**src/rtl/camera_capture_sequencer.sv**
```systemverilog
// Arms, runs and closes one still capture into the image buffer, then serves sequential host reads.
// Latency: accepted pixel -> buffer write 1 cycle; read request -> read_valid_out 3 cycles.
// No backpressure: pixels beyond capture size are dropped, and reads in flight or outside DONE are ignored.
module camera_capture_sequencer #(
    parameter int CAPTURE_SIZE   = 40000,
    parameter int ADDRESS_WIDTH  = 16,
    parameter int TIMEOUT_CYCLES = 7200000
) (
    input  logic                     clock_in,
    input  logic                     reset_in,
    input  logic                     capture_request_in,
    input  logic                     frame_valid_in,
    input  logic                     line_valid_in,
    input  logic [7:0]               pixel_data_in,
    input  logic                     read_request_in,
    input  logic [7:0]               buffer_read_data_in,
    output logic [ADDRESS_WIDTH-1:0] buffer_address_out,
    output logic [7:0]               buffer_write_data_out,
    output logic                     buffer_write_enable_out,
    output logic [7:0]               read_data_out,
    output logic                     read_valid_out,
    output logic [ADDRESS_WIDTH-1:0] bytes_remaining_out,
    output logic                     busy_out,
    output logic                     done_out,
    output logic                     timeout_out,
    output logic                     overflow_out
);
    localparam int TW = $clog2(TIMEOUT_CYCLES + 1);
    localparam logic [TW-1:0]            TMO_LAST  = TW'(TIMEOUT_CYCLES - 1);
    localparam logic [ADDRESS_WIDTH-1:0] CAP_LIMIT = ADDRESS_WIDTH'(CAPTURE_SIZE);

    typedef enum logic [1:0] {
        ST_IDLE,
        ST_ARMED,
        ST_CAPTURING,
        ST_DONE
    } state_t;

    state_t                   state_q, state_d;
    logic                     fv_prev_q, fv_prev_d;
    logic [TW-1:0]            tmo_cnt_q, tmo_cnt_d;
    logic [ADDRESS_WIDTH-1:0] write_count_q, write_count_d;
    logic [ADDRESS_WIDTH-1:0] read_count_q, read_count_d;
    logic                     timeout_q, timeout_d;
    logic                     overflow_q, overflow_d;
    logic [ADDRESS_WIDTH-1:0] addr_q, addr_d;
    logic [7:0]               wdata_q, wdata_d;
    logic                     wen_q, wen_d;
    logic                     rd_issue_q, rd_issue_d;
    logic                     rd_wait_q, rd_wait_d;
    logic                     rd_empty1_q, rd_empty1_d;
    logic                     rd_empty2_q, rd_empty2_d;
    logic [7:0]               read_data_q, read_data_d;
    logic                     read_valid_q, read_valid_d;

    logic frame_start;
    logic pixel_ok;
    logic arm;
    logic accept;

    assign frame_start = frame_valid_in && !fv_prev_q;
    assign pixel_ok    = frame_valid_in && line_valid_in;

    always_comb begin
        state_d       = state_q;
        fv_prev_d     = frame_valid_in;
        tmo_cnt_d     = tmo_cnt_q;
        write_count_d = write_count_q;
        read_count_d  = read_count_q;
        timeout_d     = timeout_q;
        overflow_d    = overflow_q;
        addr_d        = addr_q;
        wdata_d       = wdata_q;
        wen_d         = 1'b0;
        rd_issue_d    = 1'b0;
        rd_wait_d     = rd_issue_q;
        rd_empty1_d   = 1'b0;
        rd_empty2_d   = rd_empty1_q;
        read_valid_d  = rd_wait_q;
        read_data_d   = read_data_q;
        arm           = 1'b0;
        accept        = 1'b0;

        // Empty reads still run the full pipeline so the host sees uniform latency.
        if (rd_wait_q) begin
            read_data_d = rd_empty2_q ? 8'h00 : buffer_read_data_in;
        end

        case (state_q)
            ST_IDLE: begin
                arm = capture_request_in;
            end
            ST_ARMED: begin
                tmo_cnt_d = tmo_cnt_q + 1'b1;
                if (frame_start) begin
                    state_d = ST_CAPTURING;
                    accept  = pixel_ok;
                end else if (tmo_cnt_q == TMO_LAST) begin
                    state_d   = ST_IDLE;
                    timeout_d = 1'b1;
                end
            end
            ST_CAPTURING: begin
                if (!frame_valid_in) begin
                    state_d = ST_DONE;
                end else begin
                    accept = pixel_ok;
                end
            end
            ST_DONE: begin
                if (capture_request_in) begin
                    arm = 1'b1;
                end else if (read_request_in && !rd_issue_q && !rd_wait_q) begin
                    rd_issue_d = 1'b1;
                    if (read_count_q < write_count_q) begin
                        addr_d       = read_count_q;
                        read_count_d = read_count_q + 1'b1;
                    end else begin
                        rd_empty1_d = 1'b1;
                    end
                end
            end
            default: state_d = ST_IDLE;
        endcase

        if (arm) begin
            state_d       = ST_ARMED;
            tmo_cnt_d     = '0;
            write_count_d = '0;
            read_count_d  = '0;
            timeout_d     = 1'b0;
            overflow_d    = 1'b0;
        end

        if (accept) begin
            if (write_count_q < CAP_LIMIT) begin
                wen_d         = 1'b1;
                addr_d        = write_count_q;
                wdata_d       = pixel_data_in;
                write_count_d = write_count_q + 1'b1;
            end else begin
                overflow_d = 1'b1;
            end
        end
    end

    always_ff @(posedge clock_in) begin
        if (reset_in) begin
            state_q       <= ST_IDLE;
            fv_prev_q     <= 1'b0;
            tmo_cnt_q     <= '0;
            write_count_q <= '0;
            read_count_q  <= '0;
            timeout_q     <= 1'b0;
            overflow_q    <= 1'b0;
            addr_q        <= '0;
            wdata_q       <= '0;
            wen_q         <= 1'b0;
            rd_issue_q    <= 1'b0;
            rd_wait_q     <= 1'b0;
            rd_empty1_q   <= 1'b0;
            rd_empty2_q   <= 1'b0;
            read_data_q   <= '0;
            read_valid_q  <= 1'b0;
        end else begin
            state_q       <= state_d;
            fv_prev_q     <= fv_prev_d;
            tmo_cnt_q     <= tmo_cnt_d;
            write_count_q <= write_count_d;
            read_count_q  <= read_count_d;
            timeout_q     <= timeout_d;
            overflow_q    <= overflow_d;
            addr_q        <= addr_d;
            wdata_q       <= wdata_d;
            wen_q         <= wen_d;
            rd_issue_q    <= rd_issue_d;
            rd_wait_q     <= rd_wait_d;
            rd_empty1_q   <= rd_empty1_d;
            rd_empty2_q   <= rd_empty2_d;
            read_data_q   <= read_data_d;
            read_valid_q  <= read_valid_d;
        end
    end

    assign buffer_address_out      = addr_q;
    assign buffer_write_data_out   = wdata_q;
    assign buffer_write_enable_out = wen_q;
    assign read_data_out           = read_data_q;
    assign read_valid_out          = read_valid_q;
    assign bytes_remaining_out     = (state_q == ST_DONE) ? (write_count_q - read_count_q) : '0;
    assign busy_out                = (state_q == ST_ARMED) || (state_q == ST_CAPTURING);
    assign done_out                = (state_q == ST_DONE);
    assign timeout_out             = timeout_q;
    assign overflow_out            = overflow_q;

endmodule

```
**config.mk**
```make
export PLATFORM = sky130hd
export DESIGN_NAME = camera_capture_sequencer
export DESIGN_NICKNAME = d
export VERILOG_FILES = /design/src/rtl/camera_capture_sequencer.sv
export SDC_FILE = /design/constraint.sdc
export NUM_CORES = 1
export LEC_CHECK = 0
export BUFFER_PORTS_ARGS = -buffer_cell sky130_fd_sc_hd__buf_2
export CELL_PAD_IN_SITES_DETAIL_PLACEMENT = 0
export CELL_PAD_IN_SITES_GLOBAL_PLACEMENT = 1
export CORE_ASPECT_RATIO = 0.6
export CORE_UTILIZATION = 42
export CTS_CLUSTER_DIAMETER = 120
export DETAILED_ROUTE_END_ITERATION = 10
export PLACE_DENSITY_LB_ADDON = 0.3
export SKIP_LAST_GASP = 1
export SLEW_MARGIN = 20
export SYNTH_ARGS = -nofsm -noshare
export SYNTH_HDL_FRONTEND = slang
export SYNTH_SLANG_ARGS = --single-unit
```
**constraint.sdc**
```tcl
create_clock -name clock_in -period 3.5 [get_ports clock_in]
set_clock_uncertainty 0.05 [all_clocks]
set_input_delay 0 -clock clock_in [delete_from_list [all_inputs] [get_ports clock_in]]
set_output_delay 0 -clock clock_in [all_outputs]
set_load 0.02 [all_outputs]
```
## Yosys cells after proc, flatten, opt, wreduce, memory -nomap -nowiden

Index checks and enable logic that the tools add are counted.

- Register bits after elaboration: 98
- Bits of input ports: 22
- Output and inout bits: 54
- Word-level logic and storage cells: 83

- Add/subtract/negate cells: 4
- Magnitude comparators: 2
- Equal/unequal tests: 8
- Muxes and demuxes: 27
- Bitwise operators: 5
- Reductions and logical operators: 20

Operators with widths:

| operator | number |
|---|---|
| 2-to-1 mux 16 bit | 10 |
| adder 16 x 1 -> 16 bit, second input constant | 2 |
| adder 23 x 1 -> 23 bit, second input constant | 1 |
| == test 23 bit, second input constant | 1 |
| < comparator 16 bit | 1 |
| < comparator 16 bit, second input constant | 1 |
| subtractor 16 bit | 1 |
| 2-to-1 mux 1 bit | 10 |
| AND reduction 3 bit | 3 |
| 2-to-1 mux 8 bit | 1 |
| 2-to-1 mux 2 bit | 3 |
| != test 3 bit, second input constant | 2 |
| NOT 1 bit | 5 |
| == test 2 bit, second input constant | 2 |
| logical AND 1 bit | 4 |
| != test 4 bit, second input constant | 1 |
| one-hot mux 1 bit (2 select lines) | 2 |
| one-hot mux 2 bit (2 select lines) | 1 |
| AND reduction 4 bit | 1 |
| OR reduction 2 bit | 2 |
| OR reduction 4 bit | 1 |
| logical NOT 1 bit | 3 |
| nonzero test 3 bit | 1 |
| OR reduction 3 bit | 1 |
| 6 further kinds | 6 |

## Logic depth before layout (Yosys ltp)

Gate-level depths: netlist (run 1).

- Depth after elaboration: 8
- Mapped depth: 12
- Depth with buffers taken out: 10

## Worst setup path after synthesis (run 1)

Ideal clock, no wire load.

- Path type: reg2reg
- Start: register read_count_q[0]
- End: register addr_q[10], in the netlist buffer_address_out[10]
- Setup time: 0.091 ns
- Arrival time: 2.550 ns
- Data required time: 3.359 ns
- Setup slack: 0.809 ns
- Cell stages (with the launch flop): 12
- Path buffers: 2
- Period minus slack after synthesis: 2.691 ns
- Path through: dfxtp_1 -> ha_1 -> inv_1 -> fa_1 -> a21oi_1 -> and4b_1 -> o31a_1 -> clkbuf_1 -> o21ai_2 -> buf_2 -> nand2_1 -> a311oi_1

- Word-level cells in the longest chain between the ends: 7

RTL lines:

| element | line | source |
|---|---|---|
| from (decl) | 43 | `logic [ADDRESS_WIDTH-1:0] read_count_q, read_count_d;` |
| from (signal assigned) | 170 | `read_count_q <= read_count_d;` |
| < comparator 16 bit * | 115 | `if (read_count_q < write_count_q) begin` |
| 2-to-1 mux 16 bit * | 115 |  |
| 2-to-1 mux 16 bit * | 113 | `end else if (read_request_in && !rd_issue_q && !rd_wait_q) begin` |
| 2-to-1 mux 16 bit * | 111 | `if (capture_request_in) begin` |
| 2-to-1 mux 16 bit * | 89 | `case (state_q)` |
| 2-to-1 mux 16 bit | 136 | `if (write_count_q < CAP_LIMIT) begin` |
| 2-to-1 mux 16 bit * | 135 | `if (accept) begin` |
| to (signal assigned) | 173 | `addr_q <= addr_d;` |
| to (decl) | 46 | `logic [ADDRESS_WIDTH-1:0] addr_q, addr_d;` |

Every way passes the cells marked *; elsewhere a longest branch is shown, timed or not.
A chain may end at the register's enable or synchronous reset.

## Final worst setup path (run 1)

- Start: register read_count_q[11]
- End: register addr_q[2], in the netlist buffer_address_out[2]

Same word-level chain as after synthesis.

==> results of run 1 <==
[routing by layer]
layer  GRT usage (%)  vias to the layer above  part of all wire, %
li1                -                     2410                    -
met1            32.1                     2220                   51
met2            32.6                      173                   41
met3            6.07                        7                  8.1
met4            4.21                        0                 0.44
met5               0                        -                    0
[logic make-up (layout without fill, tap and decap cells)]
family          Yosys count  in the layout  synth area share [%]
mux                      13             13                  2.56
buf+inv                  55            150                  4.24
fa+ha+maj                23             23                  5.75
compound gates          113            113                  14.6
flops                    98             98                  38.2
xor+xnor                 38             38                  6.48
simple gates            297            297                  28.2
[layout by cell type (no fill, tap or decap), types with 9 or more instances in the layout]
| cell | netlist | layout |
|---|---|---|
| ha_1 | 22 | 22 |
| dfxtp_1 | 98 | 98 |
| buf_2 | 3 | 75 |
| and2_1 | 13 | 13 |
| xnor2_1 | 16 | 16 |
| xor2_1 | 22 | 22 |
| a311oi_1 | 17 | 17 |
| mux2i_1 | 12 | 12 |
| a21oi_1 | 45 | 45 |
| nand2_1 | 95 | 95 |
| buf_4 | 0 | 12 |
| or3_1 | 10 | 10 |
| nand4_1 | 18 | 18 |
| o21ai_0 | 9 | 9 |
| nor2b_1 | 16 | 16 |
| nor2_1 | 76 | 76 |
| nand3_1 | 16 | 16 |
| clkbuf_16 | 0 | 9 |
| nor4_1 | 9 | 9 |
| dlygate4sd3_1 | 0 | 18 |
| inv_1 | 29 | 29 |
[stage by stage]
stage | power, mW | hold slack [ns] | cell area [µm²] | util (%)
3_3_place_gp | 1.48 | 0.180 | 5700 | 49.1
6_report | 2.52 | 0.0669 | 6210 | 53.6
4_1_cts | 2.55 | 0.0718 | 6210 | 53.5
2_1_floorplan | 1.38 | 0.0782 | 5140 | -
3_5_place_dp | 1.48 | 0.194 | 5700 | 49.1
5_1_grt | 2.63 | 0.0927 | 6210 | 53.6
[repair_timing]
| action | 4_1_cts | 5_1_grt |
|---|---|---|
| hold buffers | 18 | 0 |
| hold endpoints to repair | 19 | 0 |
| endpoints found under the setup margin | 0 | 3 |
| gates resized for setup | 0 | 1 |
[path summary, 6_finish.rpt]
check	slack, ns	startpoint	end	cells after the start
min reg2reg	0.40	rd_empty1_q	rd_empty2_q	1
min	0.07	read_request_in	rd_issue_q	4
max	0.31	read_count_q[11]	buffer_address_out[2]	9
max reg2reg	0.31	read_count_q[11]	buffer_address_out[2]	9
[worst max-delay path, delay by kind of cell (launching register included)]
kind | cells | cell delay (ns)
and+or+nand+nor | 3 | 0.38
adders and majority gates | 1 | 0.39
buffers and inverters | 2 | 0.23
AOI/OAI and AO/OA | 3 | 1.59
DFF | 1 | 0.43
[state kept, by name, summed over array words and instances, names as in the netlist, 2 cells and up]
register,count
write_count_q,16
state_q,2
read_count_q,16
read_data_out,8
tmo_cnt_q,23
buffer_write_data_out,8
buffer_address_out,16
[power by group]
part | total [mW] | internal [mW] | switching [mW] | leakage (nW)
combinational | 0.304 | 0.107 | 0.197 | 1.50
sequential | 1.17 | 1.15 | 0.0238 | 0.791
clock | 1.05 | 0.632 | 0.416 | 0.154
[area by class of cell]
class / count / area (µm²)
Multi-Input combinational cell: 484 / 2970
Fill cell: 1089 / 5390
Clock inverter: 3 / 45.0
Clock buffer: 13 / 280
Sequential cell: 98 / 1960
Timing Repair Buffer: 105 / 646
Inverter: 29 / 109
Tap cell: 160 / 200
==> run metrics, run 1 <==
IO Pins=between 70 and 80; diode count=0; Die Ht=87.7 µm; # port buffers=75; RD Place Congestion=~0.86; Finished Layout Cells=around 890; syn_nets=682; row cnt=30; CP startpoint kind=flop; TritonRoute pass-1 iters=5; Least-Margin Pin Slew=around 1.1 ns; layout cells sized above 1=about 15%; crit-path max cell delay=roughly 0.7 ns; static leakage=about 2.5 nW; Post-synth EDFFs=0; Die W=145 µm; Area growth syn-to-layout=21.0%; crit path DAT=about 3.4 ns; hpwl dp=9.78 mm; syn avg cell area=8.06 µm²; Final Setup Violations=0; overall routing resource usage=~22%; wire per inst=between 10 and 15 µm; initial antenna violation count=0; largest area contributor in the netlist=dfxtp_1; Max Buffers Root-to-Sink=2; Req. time, crit path=approximately 3.7 ns; CTS HTree Levels=3; status=completed; final hold vios=0; count leader, synth=dfxtp_1; Starting Density=44.3%; Worst-path clk slew=approximately 0.07 ns; worst vdd ir=about 250 µV; DRT iter0 DRCs=316; vias=approximately 4800; Final TNS setup=0 ns; register area share after synthesis=38.2%; predominant post-synthesis flop cell=dfxtp_1; Max Fclk=313 MHz; CTS tree=done; Via density=5.39; critical path, cell by cell=inv_1 -> ha_1 -> nand3_1 -> nor4_1 -> buf_4 -> a211oi_2 -> o21a_1 -> nand2_1 -> a311oi_1; first-pass GRT wire length=21.7 mm; Synth Instances=approximately 640; final period utilization=91.2%; number of remaining DRC errors=0; crit-path max FO=20; crit path capture type=flop; Area contributors post-synth=dfxtp_1, nand2_1, nor2_1; RSZ-0062 raised after global routing=false; Place WS=between 0.2 and 0.25 ns; Nets=772; clk root buf=clkbuf_16; top post-synthesis cells by count=dfxtp_1, nand2_1, nor2_1; largest net degree at the start of global routing=about 50; kind of critical path=flop to flop; Hold Crit Class=input port to flop; FF+latch count, synth=98; vias in the first global route=4330; Pwr per Cell Area=~400 mW/mm²; Die ar.=0.0127 mm²; maxcap violations=0; minimum clock period=about 3.2 ns; final worst slack=around 0.31 ns; Core Box Area=~0.012 mm²; Synth async-reset ratio=0%; Worst-Skew Late Latency=between 0.3 and 0.4 ns; postcts setup bufs=0; Yosys warnings=0; max-slew violation count=0; final WL=13.4 mm; mapped cell area=0.00514 mm²; ANT nets after route=0; CTS sink cnt=98; cts bufs inserted=9; post-placement cell count=about 860; Worst path slowest cell=o21a_1; relative max-transition margin=between 20 and 30%; top cell type's share of synthesized area=a little under two fifths; Overflow after GRT=0; synth unique cells=56
No activity file was read; power rests on OpenSTA's default activity.
==> inputs of run 2 (changes only) <==
--- a/config.mk
+++ b/config.mk
@@ -5,12 +5,14 @@
 export SDC_FILE = /design/constraint.sdc
 export NUM_CORES = 1
 export LEC_CHECK = 0
-export BUFFER_PORTS_ARGS = -buffer_cell sky130_fd_sc_hd__buf_2
+export BUFFER_PORTS_ARGS = -buffer_cell sky130_fd_sc_hd__clkbuf_2
 export CELL_PAD_IN_SITES_DETAIL_PLACEMENT = 0
 export CELL_PAD_IN_SITES_GLOBAL_PLACEMENT = 1
 export CORE_ASPECT_RATIO = 0.6
-export CORE_UTILIZATION = 42
+export CORE_UTILIZATION = 44
+export CTS_BUF_LIST = sky130_fd_sc_hd__clkbuf_8
 export CTS_CLUSTER_DIAMETER = 120
+export CTS_CLUSTER_SIZE = 14
 export DETAILED_ROUTE_END_ITERATION = 10
 export PLACE_DENSITY_LB_ADDON = 0.3
 export SKIP_LAST_GASP = 1
==> run metrics, run 2 (same netlist as run 1, synthesis figures left out) <==
Max Buffers Root-to-Sink=2; crit path DAT=approximately 3.5 ns; Hold Crit Class=input port to flop; overall routing resource usage=between 20% and 30%; IO Pins=76; switch share=roughly 28%; sequential power share=between 50% and 60%; Max Fclk=between 300 and 400 MHz; postcts setup bufs=0; worst reg2reg path startpoint=read_count_q[13]; minimum clock period=between 3 and 4 ns; vias=approximately 4800; Overflow after GRT=0; Min-Delay Path Depth=4; # port buffers=75; post-placement cell count=around 860; CP endpoint=buffer_address_out[2]; status=completed; largest reg by FF count=tmo_cnt_q; crit path capture type=flop; Area growth syn-to-layout=19.0%; vias in the first global route=a little over 4000; row cnt=30; Pwr per Cell Area=347 mW/mm²; Worst-path clk slew=0.09 ns; Die Ht=about 86 µm; worst vdd ir=164 µV; CTS sink cnt=98; TritonRoute pass-1 iters=5; hpwl dp=around 9.5 mm; Cell Int Power=between 1.5 and 2 mW; clk root buf=clkbuf_8; relative max-transition margin=~33%; Worst-Skew Late Latency=0.36 ns; final period utilization=between 90% and 100%; Die W=roughly 140 µm; Via density=about 5.3; RSZ-0062 raised after global routing=false; clock power share=a little under a third; layout cells sized above 1=between 10% and 20%; CTS HTree Levels=3; Final TNS setup=0 ns; maxcap violations=0; final WL=roughly 13 mm; worst reg2reg path depth=8; Final Setup Violations=0; Combinational Power Share=roughly 14%; Die ar.=0.0121 mm²; RR Endpoint=buffer_address_out[2]; Finished Layout Cells=approximately 900; crit-path max FO=20; number of remaining DRC errors=0; most frequent cells in the layout=dfxtp_1, nand2_1, nor2_1; Power, Total=between 2 and 2.5 mW; fin area=roughly 0.0061 mm²; ANT nets after route=0; Least-Margin Pin Slew=between 1 and 1.5 ns; Nets=around 780; Core Box Area=approximately 0.011 mm²; cts bufs inserted=9; wire per inst=between 10 and 15 µm; P_sw=between 0.5 and 0.6 mW; r2r setup slk=0.24 ns; initial antenna violation count=0; diode count=0; RD Place Congestion=0.838; DRT iter0 DRCs=270; Critical Path Start=read_count_q[13]; Req. time, crit path=3.72 ns; max-slew violation count=0; kind of critical path=flop to flop; most common cell after layout, fill and taps aside=dfxtp_1; CP startpoint kind=flop; max reg flops=23; final hold vios=0; CTS tree=done; static leakage=around 2.4 nW; Starting Density=between 40% and 50%; largest net degree at the start of global routing=47; first-pass GRT wire length=20.8 mm; DP Area=0.00569 mm²
run 2: how the worst min path moves through the flow:
stage,startpoint,endpoint,slack [ns]
after global routing,read_request_in,rd_issue_q,0.05
after global placement,pixel_data_in[7],buffer_write_data_out[7],0.17
final,read_request_in,rd_issue_q,0.04
after floorplan,frame_valid_in,fv_prev_q,0.08
after CTS,read_request_in,rd_issue_q,0.03
after detailed placement,pixel_data_in[7],buffer_write_data_out[7],0.18
run 2: power groups by stage:
| stage | logic (mW) | clock network, mW | registers (mW) |
|---|---|---|---|
| global placement | 0.273 | 0 | 1.20 |
| detailed placement | 0.278 | 0 | 1.20 |
| global route | 0.326 | 0.723 | 1.18 |
| CTS | 0.296 | 0.677 | 1.17 |
| floorplan | 0.159 | 0 | 1.22 |
| finish | 0.294 | 0.655 | 1.17 |
run 2: what timing repair did:
action                                 CTS  global route
hold buffers                            24             0
endpoints found under the hold margin   24             0
resized for setup                        0             0
run 2: worst max-delay path, cell delays in order (launching register included):
cell      delay [ns]
dfxtp_1         0.44
inv_1           0.09
ha_1            0.41
a21oi_1         0.17
o211a_1         0.27
a211oi_2        0.50
o21a_1          0.72
nand2_1         0.19
a311oi_1        0.32
run 2: cell type report:
type	count	area, µm²
inverter	29	109
clock buffer	10	138
tap	160	200
fill	1102	5220
clock inverter	6	33.8
multi-input combinational	484	2970
sequential	98	1960
timing repair buffer	110	698
run 2: per-layer routing:
layer	global-route usage (%)	vias up	wire, µm
li1	-	2417	-
met1	34.0	2190	7080
met3	4.75	9	801
met4	5.08	0	90
met2	30.3	143	5020
met5	0	-	0
run 2: metrics by stage:
step           hold WS [ns]  utilization [%]  setup WS (ns)
2_1_floorplan        0.0782                -          0.809
3_3_place_gp          0.174             50.2          0.344
3_5_place_dp          0.179             50.2          0.258
4_1_cts              0.0319             53.9          0.211
5_1_grt              0.0543             53.9       0.000953
6_report             0.0449             53.9          0.243
==> inputs of run 3 (changes only) <==
--- a/config.mk
+++ b/config.mk
@@ -9,6 +9,7 @@
 export CELL_PAD_IN_SITES_DETAIL_PLACEMENT = 0
 export CELL_PAD_IN_SITES_GLOBAL_PLACEMENT = 1
 export CORE_ASPECT_RATIO = 0.6
+export CORE_MARGIN = 2
 export CORE_UTILIZATION = 44
 export CTS_BUF_LIST = sky130_fd_sc_hd__clkbuf_8
 export CTS_CLUSTER_DIAMETER = 120
==> run metrics, run 3 (same netlist as run 1, synthesis figures left out) <==
kind of critical path=flop to flop; fin area=about 0.0061 mm²; first-pass GRT wire length=between 20 and 25 mm; max reg flops=23; crit path DAT=approximately 3.3 ns; crit-path max cell delay=slightly above 0.7 ns; Least-Margin Pin Slew=0.867 ns; minimum clock period=3.08 ns; Crit path buffers/inverters=2; vias in the first global route=4306; max-slew violation count=0; final period utilization=slightly below 90%; RD Place Congestion=~0.85; Area growth syn-to-layout=18.7%; post-placement cell count=~860; Worst path most repeated cell=inv_1; Overflow after GRT=0; DRT iter0 DRCs=between 300 and 400; maxcap violations=0; Via density=around 5.4; CTS sink cnt=slightly below 100; layout cells sized above 1=between 10% and 20%; row cnt=30; Post-CTS Hold Fix Bufs=18; IO Pins=76; met3 Use GR=5.58%; cts bufs inserted=9; crit-path max FO=20; worst hold slack=0.0656 ns; RSZ-0062 raised after global routing=false; postcts setup bufs=0; Starting Density=a little under half; Core Box Area=~0.011 mm²; final WL=13.3 mm; worst vdd ir=roughly 280 µV; CTS tree=done; largest reg by FF count=tmo_cnt_q; number of remaining DRC errors=0; most used routing layer=met1; vias=between 4000 and 5000; crit path capture type=flop; M1 GR Usage=32.5%; overall routing resource usage=roughly 22%; Die ar.=0.0126 mm²; status=completed; DP Area=around 0.0057 mm²; diode count=0; Pwr per Cell Area=376 mW/mm²; Hold Crit Class=input port to flop; CTS HTree Levels=3; Nets=just under 800; Final TNS setup=0 ns; M2 GR Usage=about a third; initial antenna violation count=0; CP top delay family=compound AO/OA/AOI/OAI gates; Die W=approximately 140 µm; relative max-transition margin=between 40% and 50%; critical path, cell by cell=inv_1 -> ha_1 -> inv_1 -> fa_1 -> a21oi_1 -> and4b_1 -> o31a_1 -> o21a_1 -> nand2_1 -> a311oi_1; Worst-Skew Late Latency=between 0.3 and 0.4 ns; post-cts sizing count=0; Max Buffers Root-to-Sink=2; Final Setup Violations=0; CP startpoint kind=flop; Worst path slowest cell=o21a_1; clk root buf=clkbuf_8; static leakage=~2.4 nW; hpwl dp=between 9 and 10 mm; largest net degree at the start of global routing=47; Power, Total=2.29 mW; # port buffers=75; Die Ht=between 80 and 90 µm; Max Fclk=324 MHz; wire per inst=14.9 µm; Finished Layout Cells=890; final hold vios=0; TritonRoute pass-1 iters=4; Req. time, crit path=~3.7 ns; ANT nets after route=0; most frequent cells in the layout=dfxtp_1, nand2_1, nor2_1; Worst-path clk slew=0.09 ns; most common cell after layout, fill and taps aside=dfxtp_1
-- run 3: cell count changes in the layout (fill, tap and decap cells not counted), moves of 2 or more --
cell / before / now
dlygate4sd3_1: 24 / 18
bufinv_16: 0 / 2
clkinv_2: 3 / 1
clkinvlp_4: 2 / 0
-- run 3: per-layer routing --
metal	wire length, µm	part of all wire, %	vias to the layer above
li1	-	-	2400
met1	6910	52	2254
met2	5360	40	151
met3	930	7.0	12
met4	95	0.71	0
met5	0	0	-
-- run 3: where the power goes --
group / internal [mW] / switching [mW] / total, mW
Clock: 0.439 / 0.381 / 0.821
Sequential: 1.15 / 0.0245 / 1.17
Combinational: 0.102 / 0.196 / 0.298
Total: 1.69 / 0.602 / 2.29
-- run 3: final timing paths --
| kind | cells after the start | startpoint | slack [ns] | endpoint |
|---|---|---|---|---|
| hold reg to reg | 1 | rd_empty1_q | 0.39 | rd_empty2_q |
| hold / removal | 2 | reset_in | 0.07 | read_data_out[6] |
| setup / recovery | 10 | write_count_q[0] | 0.42 | buffer_address_out[2] |
| setup reg to reg | 10 | write_count_q[0] | 0.42 | buffer_address_out[2] |
-- run 3: metrics by stage --
stage | utilization, % | setup slack [ns]
2_1_floorplan | - | 0.809
3_3_place_gp | 50.2 | 0.602
3_5_place_dp | 50.2 | 0.499
4_1_cts | 53.8 | 0.429
5_1_grt | 53.8 | 0.110
6_report | 53.8 | 0.416
-- run 3: layout make-up --
type	instances	area, µm²
multi-input combinational	484	2970
timing repair buffer	103	631
clock inverter	5	77.6
sequential	98	1960
fill	1100	5240
clock buffer	11	151
tap	160	200
inverter	29	109
